$ cat config.mk
export PLATFORM = sky130hd
export DESIGN_NAME = flag_branch_unit_flat
export DESIGN_NICKNAME = d
export VERILOG_FILES = /design/src/rtl/flag_branch_unit_pkg.sv /design/src/rtl/flag_branch_unit_if.sv /design/src/rtl/flag_branch_unit_br_cond_eval.sv /design/src/rtl/flag_branch_unit.sv /design/src/flat_wrapper.sv
export SDC_FILE = /design/constraint.sdc
export NUM_CORES = 1
export LEC_CHECK = 0
export ABC_AREA = 1
export CAP_MARGIN = 25
export CORE_MARGIN = 1
export CORE_UTILIZATION = 40
export DETAILED_ROUTE_END_ITERATION = 12
export GPL_TIMING_DRIVEN = 0
export PLACE_DENSITY = 0.67
export REMOVE_ABC_BUFFERS = 1
export SETUP_SLACK_MARGIN = 0.3
export SLEW_MARGIN = 20
export SYNTH_ARGS = -nofsm -noshare
export SYNTH_HDL_FRONTEND = slang
export SYNTH_SLANG_ARGS = --single-unit
$ cat constraint.sdc
create_clock -name clk -period 3.92 [get_ports clk]
set_clock_uncertainty 0.1 [all_clocks]
set_input_delay 0.392 -clock clk [delete_from_list [all_inputs] [get_ports clk]]
set_output_delay 0.392 -clock clk [all_outputs]
set_load 0.01 [all_outputs]
$ cat src/rtl/flag_branch_unit_pkg.sv
// flag_branch_unit_pkg
//   Shared definitions for the flag register / branch resolver:
//   condition codes, flag bit positions, flag_we encodings, FSM states,
//   the flag struct and the PC-relative target helper.
package flag_branch_unit_pkg;

  // Bit positions inside the 3-bit {V,Z,N} flag vector.
  localparam int FLAG_V = 2;
  localparam int FLAG_Z = 1;
  localparam int FLAG_N = 0;

  // flag_we encodings produced by the ALU decode.
  localparam logic [2:0] FWE_ALL  = 3'b111;  // ADD/SUB
  localparam logic [2:0] FWE_Z    = 3'b010;  // AND/NOR/shifts
  localparam logic [2:0] FWE_NONE = 3'b000;

  typedef enum logic [2:0] {
    BR_NEQ    = 3'b000,
    BR_EQ     = 3'b001,
    BR_GT     = 3'b010,
    BR_LT     = 3'b011,
    BR_GTE    = 3'b100,
    BR_LTE    = 3'b101,
    BR_OVFL   = 3'b110,
    BR_UNCOND = 3'b111
  } br_cond_e;

  typedef enum logic {
    ST_IDLE  = 1'b0,
    ST_FLUSH = 1'b1
  } fbu_state_e;

  // Field order matches FLAG_V/FLAG_Z/FLAG_N.
  typedef struct packed {
    logic v;
    logic z;
    logic n;
  } flags_t;

  // PC-relative target: the 9-bit word offset is sign-extended and the
  // sum wraps modulo 2^16.
  function automatic logic [15:0] calcTarget(input logic [15:0] pc,
                                             input logic [8:0]  off);
    return pc + {{7{off[8]}}, off};
  endfunction

endpackage

$ cat src/rtl/flag_branch_unit_if.sv
// flag_branch_unit_if
//   Bundle between the EX stage / front end and flag_branch_unit.
//   master: EX stage side (drives ALU flags, branch request, stall, clear).
//   slave : flag_branch_unit (drives committed flags, branch result,
//           flush/busy and the perf counters).
interface flag_branch_unit_if #(
  parameter int CNT_W = 16
);
  // EX-stage / control inputs to the unit
  logic             stall_in;
  logic             ex_valid;
  logic [2:0]       flag_we;
  logic             alu_v;
  logic             alu_z;
  logic             alu_n;
  logic             br_valid;
  logic [2:0]       br_cond;
  logic [15:0]      br_pc;
  logic [8:0]       br_off;
  logic             cnt_clr;
  // Results from the unit
  logic [2:0]       flags_out;
  logic             br_taken;
  logic [15:0]      br_target;
  logic             flush;
  logic             busy;
  logic [CNT_W-1:0] br_count;
  logic [CNT_W-1:0] taken_count;

  modport master (
    output stall_in, ex_valid, flag_we, alu_v, alu_z, alu_n,
           br_valid, br_cond, br_pc, br_off, cnt_clr,
    input  flags_out, br_taken, br_target, flush, busy,
           br_count, taken_count
  );

  modport slave (
    input  stall_in, ex_valid, flag_we, alu_v, alu_z, alu_n,
           br_valid, br_cond, br_pc, br_off, cnt_clr,
    output flags_out, br_taken, br_target, flush, busy,
           br_count, taken_count
  );
endinterface

$ cat src/rtl/flag_branch_unit_br_cond_eval.sv
// br_cond_eval
//   Purely combinational condition-code check. Shared with the decode-stage
//   branch predictor check, so it takes already-resolved flags.
//   flags    in  {V,Z,N} flags to test
//   cond     in  3-bit condition code
//   condTrue out branch condition holds
module br_cond_eval
  import flag_branch_unit_pkg::*;
(
  input  flags_t     flags,
  input  logic [2:0] cond,
  output logic       condTrue
);

  always_comb begin
    condTrue = 1'b0;
    case (br_cond_e'(cond))
      BR_NEQ:    condTrue = ~flags.z;
      BR_EQ:     condTrue =  flags.z;
      BR_GT:     condTrue = ~flags.z & ~flags.n;
      BR_LT:     condTrue =  flags.n;
      BR_GTE:    condTrue =  flags.z | ~flags.n;
      BR_LTE:    condTrue =  flags.n |  flags.z;
      BR_OVFL:   condTrue =  flags.v;
      BR_UNCOND: condTrue =  1'b1;
    endcase
  end

endmodule

$ cat src/rtl/flag_branch_unit.sv
// flag_branch_unit
//   Flag register and branch resolver downstream of the 16-bit ALU.
//   - Masked capture of ALU V/Z/N; committed flags fed back as flags_out.
//   - Branches are resolved on the effective flags (register plus the
//     same-cycle masked write), so a branch right after a flag-setting op
//     needs no stall.
//   - A taken branch emits a one-cycle br_taken with its target and holds
//     flush/busy for FLUSH_CYCLES unstalled cycles (IDLE -> FLUSH -> IDLE).
//   - Saturating branch / taken-branch counters with synchronous clear.
//   Ports:
//     clk    in  rising-edge clock
//     rst_n  in  asynchronous active-low reset
//     bus    slave side of flag_branch_unit_if (see interface for signals)
//   Parameters:
//     FLUSH_CYCLES  flush length after a taken branch, 1..7
//     CNT_W         counter width; must match the interface's CNT_W
module flag_branch_unit
  import flag_branch_unit_pkg::*;
#(
  parameter int FLUSH_CYCLES = 2,
  parameter int CNT_W        = 16
) (
  input logic                clk,
  input logic                rst_n,
  flag_branch_unit_if.slave  bus
);

  localparam logic [2:0] FLUSH_LOAD = 3'(FLUSH_CYCLES);

  fbu_state_e       state, stateNext;
  logic [2:0]       flushCnt, flushCntNext;
  logic [2:0]       flagReg;
  logic [2:0]       aluFlags;
  logic [2:0]       wrMask;
  logic [2:0]       effFlags;
  logic             flagWrEn;
  logic             condTrue;
  logic             accept;
  logic             take;
  logic             brTaken;
  logic [15:0]      brTarget;
  logic [CNT_W-1:0] brCnt;
  logic [CNT_W-1:0] takenCnt;

  // ---------------------------------------------------------------------
  // Flags with same-cycle bypass. Shadow instructions behind a taken
  // branch are squashed, so writes are gated off in FLUSH.
  // ---------------------------------------------------------------------
  assign aluFlags = {bus.alu_v, bus.alu_z, bus.alu_n};
  assign flagWrEn = bus.ex_valid & ~bus.stall_in & (state == ST_IDLE);
  assign wrMask   = flagWrEn ? bus.flag_we : FWE_NONE;
  assign effFlags = (flagReg & ~wrMask) | (aluFlags & wrMask);

  br_cond_eval uCondEval (
    .flags    (flags_t'(effFlags)),
    .cond     (bus.br_cond),
    .condTrue (condTrue)
  );

  // ---------------------------------------------------------------------
  // FSM: next state / flush counter
  // ---------------------------------------------------------------------
  always_comb begin
    stateNext    = state;
    flushCntNext = flushCnt;
    accept       = 1'b0;
    take         = 1'b0;
    case (state)
      ST_IDLE: begin
        accept = bus.br_valid & ~bus.stall_in;
        take   = accept & condTrue;
        if (take) begin
          stateNext    = ST_FLUSH;
          flushCntNext = FLUSH_LOAD;
        end
      end
      ST_FLUSH: begin
        // br_valid is ignored here: those branches are in the shadow.
        if (!bus.stall_in) begin
          flushCntNext = flushCnt - 3'd1;
          if (flushCnt == 3'd1) stateNext = ST_IDLE;
        end
      end
      default: stateNext = ST_IDLE;
    endcase
  end

  always_ff @(posedge clk or negedge rst_n) begin
    if (!rst_n) begin
      state    <= ST_IDLE;
      flushCnt <= '0;
    end else begin
      state    <= stateNext;
      flushCnt <= flushCntNext;
    end
  end

  // ---------------------------------------------------------------------
  // Flag register and branch result. br_taken is rewritten every edge,
  // so a stall can never stretch the pulse.
  // ---------------------------------------------------------------------
  always_ff @(posedge clk or negedge rst_n) begin
    if (!rst_n) begin
      flagReg  <= '0;
      brTaken  <= 1'b0;
      brTarget <= '0;
    end else begin
      flagReg <= effFlags;
      brTaken <= take;
      if (take) brTarget <= calcTarget(bus.br_pc, bus.br_off);
    end
  end

  // ---------------------------------------------------------------------
  // Saturating perf counters; clear wins and works through a stall.
  // accept/take already exclude stalled cycles.
  // ---------------------------------------------------------------------
  always_ff @(posedge clk or negedge rst_n) begin
    if (!rst_n) begin
      brCnt    <= '0;
      takenCnt <= '0;
    end else if (bus.cnt_clr) begin
      brCnt    <= '0;
      takenCnt <= '0;
    end else begin
      if (accept && brCnt != '1)   brCnt    <= brCnt + 1'b1;
      if (take && takenCnt != '1)  takenCnt <= takenCnt + 1'b1;
    end
  end

  assign bus.flags_out   = flagReg;
  assign bus.br_taken    = brTaken;
  assign bus.br_target   = brTarget;
  assign bus.flush       = (state == ST_FLUSH);
  assign bus.busy        = (state == ST_FLUSH);
  assign bus.br_count    = brCnt;
  assign bus.taken_count = takenCnt;

endmodule

$ cat src/flat_wrapper.sv
// flat-port wrapper written by rule: the top's interface ports become plain ports
module flag_branch_unit_flat import flag_branch_unit_pkg::*;
#(
  parameter int FLUSH_CYCLES = 2,
  parameter int CNT_W        = 16
)
  (clk, rst_n, bus_stall_in, bus_ex_valid, bus_flag_we, bus_alu_v, bus_alu_z, bus_alu_n, bus_br_valid, bus_br_cond, bus_br_pc, bus_br_off, bus_cnt_clr, bus_flags_out, bus_br_taken, bus_br_target, bus_flush, bus_busy, bus_br_count, bus_taken_count);
  flag_branch_unit_if #(.CNT_W(CNT_W)) bus_i ();
  input logic clk;
  input logic rst_n;
  input wire logic [$bits(bus_i.stall_in)-1:0] bus_stall_in;
  input wire logic [$bits(bus_i.ex_valid)-1:0] bus_ex_valid;
  input wire logic [$bits(bus_i.flag_we)-1:0] bus_flag_we;
  input wire logic [$bits(bus_i.alu_v)-1:0] bus_alu_v;
  input wire logic [$bits(bus_i.alu_z)-1:0] bus_alu_z;
  input wire logic [$bits(bus_i.alu_n)-1:0] bus_alu_n;
  input wire logic [$bits(bus_i.br_valid)-1:0] bus_br_valid;
  input wire logic [$bits(bus_i.br_cond)-1:0] bus_br_cond;
  input wire logic [$bits(bus_i.br_pc)-1:0] bus_br_pc;
  input wire logic [$bits(bus_i.br_off)-1:0] bus_br_off;
  input wire logic [$bits(bus_i.cnt_clr)-1:0] bus_cnt_clr;
  output wire logic [$bits(bus_i.flags_out)-1:0] bus_flags_out;
  output wire logic [$bits(bus_i.br_taken)-1:0] bus_br_taken;
  output wire logic [$bits(bus_i.br_target)-1:0] bus_br_target;
  output wire logic [$bits(bus_i.flush)-1:0] bus_flush;
  output wire logic [$bits(bus_i.busy)-1:0] bus_busy;
  output wire logic [$bits(bus_i.br_count)-1:0] bus_br_count;
  output wire logic [$bits(bus_i.taken_count)-1:0] bus_taken_count;
  assign bus_i.stall_in = bus_stall_in;
  assign bus_i.ex_valid = bus_ex_valid;
  assign bus_i.flag_we = bus_flag_we;
  assign bus_i.alu_v = bus_alu_v;
  assign bus_i.alu_z = bus_alu_z;
  assign bus_i.alu_n = bus_alu_n;
  assign bus_i.br_valid = bus_br_valid;
  assign bus_i.br_cond = bus_br_cond;
  assign bus_i.br_pc = bus_br_pc;
  assign bus_i.br_off = bus_br_off;
  assign bus_i.cnt_clr = bus_cnt_clr;
  assign bus_flags_out = bus_i.flags_out;
  assign bus_br_taken = bus_i.br_taken;
  assign bus_br_target = bus_i.br_target;
  assign bus_flush = bus_i.flush;
  assign bus_busy = bus_i.busy;
  assign bus_br_count = bus_i.br_count;
  assign bus_taken_count = bus_i.taken_count;
  flag_branch_unit #(.FLUSH_CYCLES(FLUSH_CYCLES), .CNT_W(CNT_W)) u_core (.clk(clk), .rst_n(rst_n), .bus(bus_i));
endmodule
After elaboration in Yosys (flattened, before gate mapping)
Index checks and enable logic that the tools add are counted.
- equal/unequal tests: 12
- reductions and logical operators: 6
- add/subtract/negate cells: 4
- muxes and demuxes: 15
- bitwise logic cells: 15
- operators by type and width (kind ; count):
    two-way mux 16 bit ; 4
    adder 16 x 1 -> 16 bit (second input constant) ; 2
    inequality test 16 bit (second input constant) ; 2
    adder 16 bit ; 1
    equality test 3 bit (second input constant) ; 4
    two-way mux 3 bit ; 3
    one-hot mux 1 bit (8 select lines) ; 1
    bitwise AND 3 bit ; 2
    equality test 3 x 1 -> 1 bit (second input constant) ; 2
    equality test 3 x 2 -> 1 bit (second input constant) ; 2
    one-hot mux 3 bit (2 select lines) ; 1
    bitwise AND 1 bit ; 5
    two-way mux 1 bit ; 5
    inequality test 2 bit (second input constant) ; 2
    inverter 1 bit ; 4
    nonzero test 2 bit ; 2
    logical NOT 3 bit ; 1
    inverter 3 bit ; 1
    OR 3 bit ; 1
    subtractor 3 x 1 -> 3 bit (second input constant) ; 1
    logical AND 1 bit ; 2
    OR 1 bit ; 2
    one-hot mux 1 bit (2 select lines) ; 1
    AND reduction 2 bit ; 1
- bits in registers: 56
- bits of input ports: 40
- output and inout port bits: 54
- logic and storage cells: 59

Depth between registers and ports, before layout
Gate-level depths: netlist of the first run.
- word-level depth: 15
- gate-level depth with buffers: 13
- gate-level depth less buffers: 12

Hierarchy
Synthesis of the first run repeated with hierarchy kept, for this count alone.
- cell total of the unflattened synthesis: 569
- area, all modules: 4018.9 µm²
- modules (own cells, without submodules) (module ; cells each ; area each (µm²) ; sequential area each (µm²) ; instances):
    flag_branch_unit ; 554 ; 3947.5 ; 1401.3 ; 1
    br_cond_eval ; 15 ; 71.3 ; 0.0 ; 1

Worst setup path after synthesis of the first run
Ideal clock, no wire load.
- kind: reg2reg
- start: reg u_core.takenCnt[0] (netlist: u_core.bus.taken_count[0])
- end: reg u_core.takenCnt[5] (netlist: u_core.bus.taken_count[5])
- library setup time: 0.117 ns
- required time: 3.703 ns
- clock period less this slack: 2.035 ns
- arrival: 1.818 ns
- stages on the path, launching flop included: 11
- path buffers: 1
- path slack: 1.885 ns
- cell sequence: dfrtp_1 -> ha_1 -> nand2_2 -> nor3_4 -> nand2_1 -> or3_4 -> nand3_4 -> nand2_4 -> buf_6 -> nand2_1 -> nand2_1
- word-level cells in the longest chain between the ends: 3
- elaborated cells on any way between the ends: 6
- classes of those cells: 1 x add/sub; 1 x eq/ne; 2 x mux; 2 x reduce/logical
- RTL lines (item ; RTL line ; text):
    from (decl) ; flag_branch_unit.sv:43 ; logic [CNT_W-1:0] takenCnt;
    from (signal assigned) ; flag_branch_unit.sv:127 ; if (take && takenCnt != '1) takenCnt <= takenCnt + 1'b1;
    adder 16 x 1 -> 16 bit or inequality test 16 bit (tied branches) ; flag_branch_unit.sv:127 ;
    two-way mux 16 bit or logical AND 1 bit (tied branches) ; flag_branch_unit.sv:127 ;
    two-way mux 16 bit or nonzero test 2 bit (tied branches) ; n/a ;
Parallel ways exist; a longest one is shown, timed or not. The select of a mux whose other input is x is not followed.
A chain may end at the register's enable or synchronous reset.

Worst setup path in the final report of the first run
- start: in bus_stall_in
- end: reg u_core.brTarget[14] (netlist: u_core.bus.br_target[14])
- word-level cells in the longest chain between the ends: 12
- elaborated cells on any way between the ends: 17
- classes of those cells: 3 x mux; 14 x bitwise
- RTL lines (item ; RTL line ; text):
    from (decl) ; flat_wrapper.sv:11 ; input wire logic [$bits(bus_i.stall_in)-1:0] bus_stall_in;
    inverter 1 bit * ; flag_branch_unit.sv:50, flag_branch_unit.sv:70 ;
    bitwise AND 1 bit (2 in a row) ; flag_branch_unit.sv:50 ; assign flagWrEn = bus.ex_valid & ~bus.stall_in & (state == ST_IDLE);
    two-way mux 3 bit ; flag_branch_unit.sv:51 ; assign wrMask = flagWrEn ? bus.flag_we : FWE_NONE;
    inverter 3 bit ; flag_branch_unit.sv:52 ; assign effFlags = (flagReg & ~wrMask) | (aluFlags & wrMask);
    bitwise AND 3 bit ; flag_branch_unit.sv:52 ;
    OR 3 bit ; flag_branch_unit.sv:52 ;
    inverter 1 bit, on equally long branches ; flag_branch_unit_br_cond_eval.sv:20, flag_branch_unit_br_cond_eval.sv:22, flag_branch_unit_br_cond_eval.sv:18 ;
    OR 1 bit or bitwise AND 1 bit (tied branches) ; flag_branch_unit_br_cond_eval.sv:22, flag_branch_unit_br_cond_eval.sv:20 ;
    one-hot mux 1 bit (8 select lines) ; flag_branch_unit_br_cond_eval.sv:17 ; case (br_cond_e'(cond))
    bitwise AND 1 bit * ; flag_branch_unit.sv:71 ; take = accept & condTrue;
    two-way mux 1 bit * ; flag_branch_unit.sv:68 ; case (state)
    named net u_core.take ; flag_branch_unit.sv:39 ; logic take;
    to (signal assigned) ; flag_branch_unit.sv:110 ; if (take) brTarget <= calcTarget(bus.br_pc, bus.br_off);
    to (decl) ; flag_branch_unit.sv:41 ; logic [15:0] brTarget;
Mark *: on every way through the listed nets, which the timed path passes. The rest lies on a longest branch.

==> results.env, run 1 <==
LAYOUT.FILLER_CELLS=928
TIMING.CRITICAL_PATH.CELLS='clkdlybuf4s50_1 -> nor2_4 -> nand3_1 -> nand2_1 -> nand2_1 -> nand3_1 -> nand2_1 -> nor2_1 -> nand2_1 -> nand2_2 -> inv_1 -> nand3_1 -> nand2_1'
RUN_STATUS='complete, no violations'
POSTLAYOUTSETUPSLACKWORST_NS=1.404
UNREPAIRED_SETUP_ENDPOINTS_AFTER_GLOBAL_ROUTING='false'
WL_PER_CELL_UM=12.85
GROUTE.USAGE.OVERALL=0.1908
PLACE.GP.CONGESTION=0.8879
GRT-OVFL-TOTAL=0
WHS_NS=0.3914
GRT_ANTENNA_BEFORE_REPAIR=0
CRIT_SLOWEST_CELL='sky130_fd_sc_hd__clkdlybuf4s50_1'
IO_BUFFERS=93
TIMING.HOLD.WORST.CLASS='flop to flop'
LARGEST_NET_DEGREE_AT_THE_START_OF_GLOBAL_ROUTING=35
DRV_CAP=0
SYNTH.TOP_CELLS.BY_AREA='sky130_fd_sc_hd__dfrtp_1 (37%), sky130_fd_sc_hd__nand2_1 (14%), sky130_fd_sc_hd__nand3_1 (7.7%)'
IO_PINS=94
SETUP.WORST_PATH.END_CLASS='flop'
LAYOUT.AREA.SEQ_UM2=1401
DIE_AREA_UM2=9843
POST-CTS-SETUP-BUFFER-COUNT=0
SETUP_VIOLATIONS=0
STARTPOINT_TYPE='primary input'
POST-SYNTH-TOP-AREA-FRACTION=0.3707
SYNTH_AREA_UM2=3780
CP_MAX_STAGE_DELAY_NS=0.46
CRITPATHMAXFANOUT=32
FINAL_HOLD_VIOL_COUNT=0
CRIT_ARRIVAL_NS=2.61
YS_DOMINANT_REG_CELL='sky130_fd_sc_hd__dfrtp_1'
DPL.HPWL_UM=7019
CLK_LATENCY_NS=0.31
SYN_INST=514
DRT_ITER0_MARKERS=114
AVGSYNTHCELLAREA_UM2=7.354
CTS_TREE='done'
YOSYSSEQAREASHARE=0.3707
DPL_WORST_SLACK_NS=0.5722
FINAL.MIN_CLOCK_PERIOD_NS=2.516
DRT_PASS1_ITERATIONS=6
DRV_SLEW=0
SYNTH-ASYNC-RESET-RATIO=1.000
YS_TYPES=36
YS_SEQ_ELEMENTS=56
GRT_PASS1_WL_UM=15390
MULTIINPUTGATEAREA_UM2=2131
HTREEDEPTH=2
CLK_ROOT_BUFFER_CELL='sky130_fd_sc_hd__clkbuf_8'
DRIVE_GT1_FRAC=0.03140
YOSYSTOPAREACELL='sky130_fd_sc_hd__dfrtp_1'
NUMBER_OF_PLACEMENT_ROWS=35
LEAKAGEPOWER_nW=2.250
LAYOUT.CORE_UTILIZATION=0.5348
WL_UM=9201
DIEWIDTH_UM=99.21
TIMING.SETUP.TNS_NS=0
CRIT_REQUIRED_NS=4.02
FINALNETCOUNT=665
INITIAL_CORE_UTIL=0.4110
POWER_DENSITY_nW_PER_UM2=379.9
WORST_PATH_MOST_REPEATED_CELL='sky130_fd_sc_hd__nand2_1'
SYNTH-EDFF-COUNT=0
PLACEABLECOREAREA_UM2=9196
WORSTSETUPPATHTYPE='primary input to flop'
MAXSLEWHEADROOM=0.4412
YS.WARNINGS.COUNT=0
NUMCLOCKSINKS=56
ANT_NETS=0
MIN_PERIOD_OVER_PERIOD=0.6419
WORST_PIN_SLEW_NS=0.8356
MAX_CLOCK_FREQ_MHz=397.4
CTS_INSERTED_BUFFERS=5
CTS.REPAIR.RESIZED=0
VDD_DROP_MAX_mV=0.2244
CLKSLEWWORSTSETUPHOLDPATHS_NS=0.09
FIRST_GLOBAL_VIAS=3464
CLK_PATH_BUF_DEPTH=2
DR_TOTAL_VIAS=3656
ANTENNA_CELLS=0
FP.DIEH_UM=99.21
DRCVIOLATIONCOUNT=0
AREAGROWTHSYNTHTOFINISH_PCT=30.12
VIAS_PER_CELL=5.106
==> critical path, delay by kind of cell <==
family	cells	cell delay [ns]
buf+inv	2	0.72
simple gates	11	1.50
==> logic make-up (layout without fill, tap and decap cells) <==
logic type,Yosys count,after routing,share of synthesized area
AND/OR/NAND/NOR,287,287,0.3366
buffers and inverters,60,151,0.06554
adder cells (fa/ha/maj),20,20,0.06819
flip-flops,56,56,0.3707
XOR/XNOR,29,29,0.06720
AO/OA/AOI/OAI,62,62,0.09169
==> per-stage QoR <==
step	power (W)	cells	area, µm²
2_1_floorplan	0.001171	502	3712
3_3_place_gp	0.001547	706	4782
3_5_place_dp	0.001568	707	4800
4_1_cts	0.001887	715	4891
5_1_grt	0.002003	716	4918
6_report	0.001868	716	4918
==> cell usage in the layout (no fill, tap or decap), drive strengths merged <==
master and instances:
o21a 1, nor3 11, o21bai 3, inv 47, nand3 59, a21oi 21
nor4 2, a21o 2, dlygate4sd3 1, fa 1, o31ai 6, or3 1
clkbuf 5, ha 19, nor3b 2, nand3b 3, a311oi 1, nand2 141
o21ai 26, dfrtp 56, xnor2 11, clkdlybuf4s50 92, xor2 18, a31oi 2
clkinvlp 1, nor2 55, buf 3, clkinv 2, nand4 13
==> power by group <==
| group | internal, W | leakage (nW) | switching [W] |
|---|---|---|---|
| logic | 0.000377 | 1.47 | 0.000377 |
| clock network | 0.000122 | 0.0400 | 0.000190 |
| registers | 0.000703 | 0.739 | 0.0000987 |
| total | 0.00120 | 2.25 | 0.000666 |
==> area by class of cell <==
class | instances | share of cell area
clock buffer | 5 | 0.01399
clock inverter | 2 | 0.002544
inverter | 48 | 0.03663
multi-input combinational | 398 | 0.4332
sequential | 56 | 0.2849
tap | 111 | 0.02824
timing repair buffer | 96 | 0.2005
==> per-layer routing <==
| metal | vias up | wire (µm) | share of wire | track usage |
|---|---|---|---|---|
| met5 | - | 0 | 0 | 0 |
| met4 | 0 | 84 | 0.0091 | 0.04638 |
| met3 | 7 | 403 | 0.044 | 0.02670 |
| met2 | 87 | 4339 | 0.47 | 0.3323 |
| met1 | 1683 | 4373 | 0.48 | 0.2504 |
| li1 | 1879 | - | - | - |
==> path summary, 6_finish.rpt <==
path	startpoint	slack (ns)	endpoint	depth (start not counted)
worst max register to register	u_core.bus.busy$_DFF_PN0_	1.46	u_core.bus.br_target[14]$_DFFE_PN0P_	12
worst min register to register	u_core.bus.br_target[10]$_DFFE_PN0P_	0.39	u_core.bus.br_target[10]$_DFFE_PN0P_	2
max in group asynchronous	rst_n	2.80	u_core.bus.taken_count[14]$_DFFE_PN0P_	3
worst min-delay path	u_core.bus.br_target[10]$_DFFE_PN0P_	0.39	u_core.bus.br_target[10]$_DFFE_PN0P_	2
min in group asynchronous	rst_n	0.43	u_core.bus.taken_count[0]$_DFFE_PN0P_	2
worst max-delay path	bus_stall_in	1.40	u_core.bus.br_target[14]$_DFFE_PN0P_	13
==> synthesized netlist by cell type (4+ instances only) <==
master                     number
sky130_fd_sc_hd__a21oi_1       21
sky130_fd_sc_hd__clkbuf_1       5
sky130_fd_sc_hd__dfrtp_1       56
sky130_fd_sc_hd__ha_1          19
sky130_fd_sc_hd__inv_1         45
sky130_fd_sc_hd__nand2_1      138
sky130_fd_sc_hd__nand3_1       58
sky130_fd_sc_hd__nand4_1       13
sky130_fd_sc_hd__nor2_1        54
sky130_fd_sc_hd__nor3_1        10
sky130_fd_sc_hd__o21ai_0       22
sky130_fd_sc_hd__o21ai_1        4
sky130_fd_sc_hd__o31ai_1        6
sky130_fd_sc_hd__xnor2_1       11
sky130_fd_sc_hd__xor2_1        18
==> flip-flops by register name (all words and copies together) (netlist names) <==
| signal | cells |
|---|---|
| u_core.bus.flags_out | 3 |
| u_core.bus.br_taken | 1 |
| u_core.bus.taken_count | 16 |
| u_core.flushCnt | 3 |
| u_core.bus.br_target | 16 |
| u_core.bus.busy | 1 |
| u_core.bus.br_count | 16 |
==> timing repair <==
item                       4_1_cts  5_1_grt
hold endpoints to repair        25        0
setup endpoints to repair        0        0
hold buffers                     1        0
No activity file was read; power rests on OpenSTA's default activity.
==> inputs of run 2 (changes only) <==
PLACE_DENSITY = 0.7   (was 0.67)
clock period = 2.3 ns   (was 3.92 ns; I/O delays follow)
==> run 2 against run 1 <==
Critical path depth decreased by 4. Via count increased by 4.1%. Die area unchanged. Highest routed layer unchanged. Register-to-register slack got worse by 1.2 ns. Global-route usage increased by 0.93 points. Cell count increased by 2.7%. Sequential cell count unchanged. First-iteration DRC count increased by 32%. Cell area increased by 6.2%.
==> results.env, run 2 (synthesized netlist as in run 1, its figures left out) <==
CLK_LATENCY_NS=0.31
LEAKAGEPOWER_nW=2.384
DRIVE_GT1_FRAC=0.09776
R2R-START='u_core.bus.taken_count[0]$_DFFE_PN0P_'
WL_PER_CELL_UM=13.38
FINAL_HOLD_VIOL_COUNT=0
ANTENNA_CELLS=0
DR_TOTAL_VIAS=3807
DIEWIDTH_UM=99.21
GROUTE.USAGE.OVERALL=0.2001
DRV_CAP=0
REGTOREGSETUPSLACK_NS=0.31
IO_BUFFERS=93
AREAGROWTHSYNTHTOFINISH_PCT=38.23
MIN_FROM='bus_stall_in'
CTS_INSERTED_BUFFERS=5
PLACEABLECOREAREA_UM2=9196
DRV_SLEW=0
GRT_PASS1_WL_UM=16220
CRIT_REQUIRED_NS=2.46
SETUP_VIOLATIONS=0
WORSTSETUPPATHTYPE='flop to flop'
POSTLAYOUTSETUPSLACKWORST_NS=0.3061
STARTPOINT_TYPE='flop'
RUN_STATUS='complete, no violations'
R2R-END='u_core.bus.taken_count[3]$_DFFE_PN0P_'
SETUP.WORST_PATH.END_CLASS='flop'
GRT-OVFL-TOTAL=0
UNREPAIRED_SETUP_ENDPOINTS_AFTER_GLOBAL_ROUTING='true'
FINALNETCOUNT=683
CLK_PATH_BUF_DEPTH=2
MIN_DELAY_PATH_DEPTH=4
VDD_DROP_MAX_mV=0.3832
FIRST_GLOBAL_VIAS=3548
FINAL.MIN_CLOCK_PERIOD_NS=1.994
PLACE.GP.CONGESTION=0.9315
MIN_PERIOD_OVER_PERIOD=0.8669
CTS_TREE='done'
DPL.HPWL_UM=6807
INITIAL_CORE_UTIL=0.4110
HTREEDEPTH=2
NUMBER_OF_PLACEMENT_ROWS=35
DRT_ITER0_MARKERS=150
TIMING.CRITICAL_PATH.CELLS='ha_4 -> nand2_2 -> nor3_4 -> nand2_1 -> or3_4 -> nand3_4 -> clkbuf_16 -> nand3_1 -> nand2_1'
IO_PINS=94
WORST_CASE_REG_TO_REG_PATH_DEPTH=9
CLK_ROOT_BUFFER_CELL='sky130_fd_sc_hd__clkbuf_8'
DIE_AREA_UM2=9843
GRT_ANTENNA_BEFORE_REPAIR=0
TIMING.HOLD.WORST.CLASS='primary input to flop'
POWER_W=0.003415
VIAS_PER_CELL=5.180
ANT_NETS=0
LAYOUT.FILLER_CELLS=888
MAX_CLOCK_FREQ_MHz=501.5
DRCVIOLATIONCOUNT=0
WORST_PIN_SLEW_NS=0.4894
FP.DIEH_UM=99.21
WL_UM=9836
DPL_WORST_SLACK_NS=-0.8832
DRT_PASS1_ITERATIONS=6
CRIT_ARRIVAL_NS=2.15
CRIT_SLOWEST_CELL='sky130_fd_sc_hd__dfrtp_2'
LAYOUT_COMMONEST_CELL='sky130_fd_sc_hd__nand2_1'
NUMCLOCKSINKS=56
CP_MAX_STAGE_DELAY_NS=0.43
WORST_PATH_MOST_REPEATED_CELL='sky130_fd_sc_hd__nand2_1'
POWER_DENSITY_nW_PER_UM2=653.6
LAYOUT.CELLS.MOST_COMMON_LIST='sky130_fd_sc_hd__nand2_1 (130), sky130_fd_sc_hd__clkdlybuf4s50_1 (89), sky130_fd_sc_hd__nand3_1 (56)'
LARGEST_NET_DEGREE_AT_THE_START_OF_GLOBAL_ROUTING=36
MAXSLEWHEADROOM=0.6738
CLKSLEWWORSTSETUPHOLDPATHS_NS=0.11
WORSTHOLDENDPOINT='u_core.bus.flags_out[2]$_DFF_PN0_'
CRITPATHMAXFANOUT=5
==> run 2: area by class of cell <==
type                            instances  area (µm²)  share of cell area
Multi-Input combinational cell        401        2278              0.4361
Sequential cell                        56        1404              0.2687
Timing Repair Buffer                  111        1125              0.2153
Inverter                               48       190.2             0.03640
Tap cell                              111       138.9             0.02658
Clock buffer                            6       72.57             0.01389
Clock inverter                          2       16.27            0.003113
==> run 2: how the worst max path moves through the flow <==
stage / cells past startpoint / from / slack (ns) / endpoint
2_1_floorplan: 12 / u_core.bus.busy$_DFF_PN0_ / 0.22 / u_core.flushCnt[1]$_DFFE_PN0P_
3_3_place_gp: 1 / rst_n / -0.96 / u_core.bus.taken_count[4]$_DFFE_PN0P_
3_5_place_dp: 5 / bus_cnt_clr / -0.88 / u_core.bus.br_count[15]$_DFFE_PN0P_
4_1_cts: 9 / bus_br_off[8] / 0.31 / u_core.bus.br_target[13]$_DFFE_PN0P_
5_1_grt: 9 / u_core.bus.taken_count[1]$_DFFE_PN0P_ / 0.17 / u_core.bus.taken_count[14]$_DFFE_PN0P_
6_report: 9 / u_core.bus.taken_count[0]$_DFFE_PN0P_ / 0.31 / u_core.bus.taken_count[3]$_DFFE_PN0P_
==> run 2: repair_timing <==
item / CTS / global route
setup buffers: 9 / 6
hold buffers: 1 / 0
resized for setup: 14 / 27
cloned: 1 / 3
pin swaps: 4 / 10
setup endpoints to repair: 52 / 41
hold endpoints to repair: 21 / 0
==> run 2: layer usage <==
layer | wire length [µm] | up-vias | global-route usage
li1 | - | 1920 | -
met5 | 0 | - | 0
met3 | 321 | 6 | 0.03162
met2 | 4844 | 75 | 0.3478
met4 | 81 | 0 | 0.04299
met1 | 4588 | 1806 | 0.2631
==> run 2: power breakdown <==
group	leakage [nW]	internal (W)	switching, W	total [W]
combinational	1.61	0.000749	0.000758	0.00151
sequential	0.736	0.00120	0.000148	0.00135
clock	0.0414	0.000218	0.000340	0.000558
total	2.38	0.00217	0.00125	0.00342
==> run 2: per-stage QoR <==
step | util | TNS [ns] | std cells | cell area [µm²] | hold WS, ns
CTS | 0.5482 | 0 | 726 | 5041 | 0.2756
detailed placement | 0.5219 | -28.57 | 707 | 4800 | 0.05412
global placement | 0.5200 | -80.92 | 706 | 4782 | 0.3650
global route | 0.5682 | 0 | 735 | 5225 | 0.2924
floorplan | - | 0 | 502 | 3712 | -0.1656
finish | 0.5682 | 0 | 735 | 5225 | 0.2448
==> run 2: critical path, delay by kind of cell, from the launching register on <==
family / cells / cell delay, ns
flops: 1 / 0.43
fa+ha+maj: 1 / 0.16
buf+inv: 1 / 0.18
simple gates: 7 / 1.07
==> inputs of run 3 (changes only) <==
SKIP_CTS_REPAIR_TIMING = 1   (was unset)
==> run 3 against run 2 <==
Sequential power is essentially flat. Non-clock buffer count up 19. Maximum frequency down 1.0%. Register-to-register slack lost 0.02 ns. Utilization grew 2.9 points. Critical path type unchanged. Setup slack worse by 0.021 ns. Global-route usage decreased by 0.70 points. Hold slack better by 0.016 ns.
==> results.env, run 3 (synthesized netlist as in run 1, its figures left out) <==
RUN_STATUS='complete, no violations'
WL_PER_CELL_UM=13.24
ANT_NETS=0
FINALNETCOUNT=702
DRT_ITER0_MARKERS=151
LARGEST_NET_DEGREE_AT_THE_START_OF_GLOBAL_ROUTING=36
LAYOUT.FILLER_CELLS=853
MULTIINPUTGATEAREA_UM2=2366
DR_TOTAL_VIAS=3885
REGTOREGSETUPSLACK_NS=0.29
FIRST_GLOBAL_VIAS=3468
PLACED_CELLS_INCL_TAPS=707
POSTLAYOUTSETUPSLACKWORST_NS=0.2851
R2R-START='u_core.bus.busy$_DFF_PN0_'
CLK_PATH_BUF_DEPTH=2
DIEWIDTH_UM=99.21
IO_PINS=94
WORST_PIN_SLEW_NS=0.4771
CLK_ROOT_BUFFER_CELL='sky130_fd_sc_hd__clkbuf_8'
NUMCLOCKSINKS=56
TIMING.SETUP.TNS_NS=0
GRT-BUSIEST-LAYER='met2'
DRT_PASS1_ITERATIONS=6
VIAS_PER_CELL=5.153
GRT_PASS1_WL_UM=15660
FINAL.MIN_CLOCK_PERIOD_NS=2.015
CRIT_ARRIVAL_NS=2.12
LAYOUT.CELLS.MOST_COMMON_LIST='sky130_fd_sc_hd__nand2_1 (119), sky130_fd_sc_hd__clkdlybuf4s50_1 (90), sky130_fd_sc_hd__dfrtp_1 (54)'
DRIVE_GT1_FRAC=0.1540
POWER_DENSITY_nW_PER_UM2=670.6
DRV_SLEW=0
GLOBAL_ROUTING_MET3_RESOURCE_UTILIZATION=0.03092
FINAL_HOLD_VIOL_COUNT=0
DRV_CAP=0
LEAKAGEPOWER_nW=2.478
SETUP.WORST_PATH.END_CLASS='flop'
FINISH.CELL_COUNT_WITHOUT_FILLERS=754
INITIAL_CORE_UTIL=0.4110
GRT_ANTENNA_BEFORE_REPAIR=0
GRT-OVFL-TOTAL=0
FP.DIEH_UM=99.21
PLACEABLECOREAREA_UM2=9196
CLKSLEWWORSTSETUPHOLDPATHS_NS=0.11
GROUTE.LAYER.MET1.USAGE=0.2528
WORSTSETUPSTARTPOINT='u_core.bus.busy$_DFF_PN0_'
MAXSLEWHEADROOM=0.6819
TIMING.HOLD.WORST.CLASS='primary input to asynchronous set/reset pin'
PLACE.GP.CONGESTION=0.9315
LAYOUT_COMMONEST_CELL='sky130_fd_sc_hd__nand2_1'
MIN_PERIOD_OVER_PERIOD=0.8761
LAYOUT.AREA.SEQ_UM2=1404
GROUTE.USAGE.OVERALL=0.1931
DRCVIOLATIONCOUNT=0
CRIT_REQUIRED_NS=2.40
ANTENNA_CELLS=0
HTREEDEPTH=2
AREAGROWTHSYNTHTOFINISH_PCT=45.32
WORST_CASE_REG_TO_REG_PATH_DEPTH=12
IO_BUFFERS=93
CTS_INSERTED_BUFFERS=5
WL_UM=9983
STARTPOINT_TYPE='flop'
MAX_CLOCK_FREQ_MHz=496.3
NUMBER_OF_PLACEMENT_ROWS=35
CTS_TREE='done'
R2R-END='u_core.bus.taken_count[15]$_DFFE_PN0P_'
DPL_WORST_SLACK_NS=-0.8832
DIE_AREA_UM2=9843
CRITPATHMAXFANOUT=9
USE_MET2=0.3339
CLK_LATENCY_NS=0.30
UNREPAIRED_SETUP_ENDPOINTS_AFTER_GLOBAL_ROUTING='true'
DPL.HPWL_UM=6807
VDD_DROP_MAX_mV=0.3856
SETUP_VIOLATIONS=0
CRIT_PATH_END='u_core.bus.taken_count[15]$_DFFE_PN0P_'
WORSTSETUPPATHTYPE='flop to flop'
-- run 3: per-stage QoR --
stage,cell area (µm²),total power [W],utilization,hold WS (ns)
floorplan,3712,0.001995,-,-0.1656
global placement,4782,0.002635,0.5200,0.3650
detailed placement,4800,0.002667,0.5219,0.05412
CTS,4888,0.003239,0.5316,-0.2879
global route,5493,0.003932,0.5973,0.2914
finish,5493,0.003683,0.5973,0.2609
-- run 3: power breakdown --
part | internal [W] | switching (W)
sequential | 0.00120 | 0.000174
combinational | 0.000919 | 0.000837
clock | 0.000218 | 0.000333
total | 0.00234 | 0.00134
-- run 3: worst min-delay path by stage --
stage                                                      end  slack [ns]  depth (start not counted)
after floorplan             u_core.bus.br_count[0]$_DFFE_PN0P_       -0.17                          0
after global placement     u_core.bus.br_target[0]$_DFFE_PN0P_        0.36                          2
after detailed placement        u_core.flushCnt[2]$_DFFE_PN0P_        0.05                          1
after CTS                 u_core.bus.br_target[13]$_DFFE_PN0P_       -0.29                          1
after global routing      u_core.bus.br_target[13]$_DFFE_PN0P_        0.29                          2
final                                u_core.bus.busy$_DFF_PN0_        0.26                          2
-- run 3: layout make-up --
type	count	area share
clock buffer	6	0.01321
clock inverter	2	0.002961
inverter	48	0.03371
multi-input combinational	401	0.4308
sequential	56	0.2556
tap	111	0.02528
timing repair buffer	130	0.2385
-- run 3: metal layers --
| layer | vias up | part of all wire |
|---|---|---|
| li1 | 1964 | - |
| met1 | 1825 | 0.47 |
| met2 | 88 | 0.49 |
| met3 | 8 | 0.036 |
| met4 | 0 | 0.011 |
| met5 | - | 0 |
-- run 3: worst max-delay path: stages, from the launching register on --
cell	delay (ns)
sky130_fd_sc_hd__dfrtp_2	0.45
sky130_fd_sc_hd__nor2_4	0.19
sky130_fd_sc_hd__buf_4	0.14
sky130_fd_sc_hd__nand4_1	0.12
sky130_fd_sc_hd__nand2_2	0.13
sky130_fd_sc_hd__nand3_2	0.07
sky130_fd_sc_hd__nand2_1	0.07
sky130_fd_sc_hd__nor2_2	0.06
sky130_fd_sc_hd__nand2_4	0.14
sky130_fd_sc_hd__nand3_4	0.16
sky130_fd_sc_hd__buf_12	0.18
sky130_fd_sc_hd__nand3_1	0.06
sky130_fd_sc_hd__nand2_1	0.05
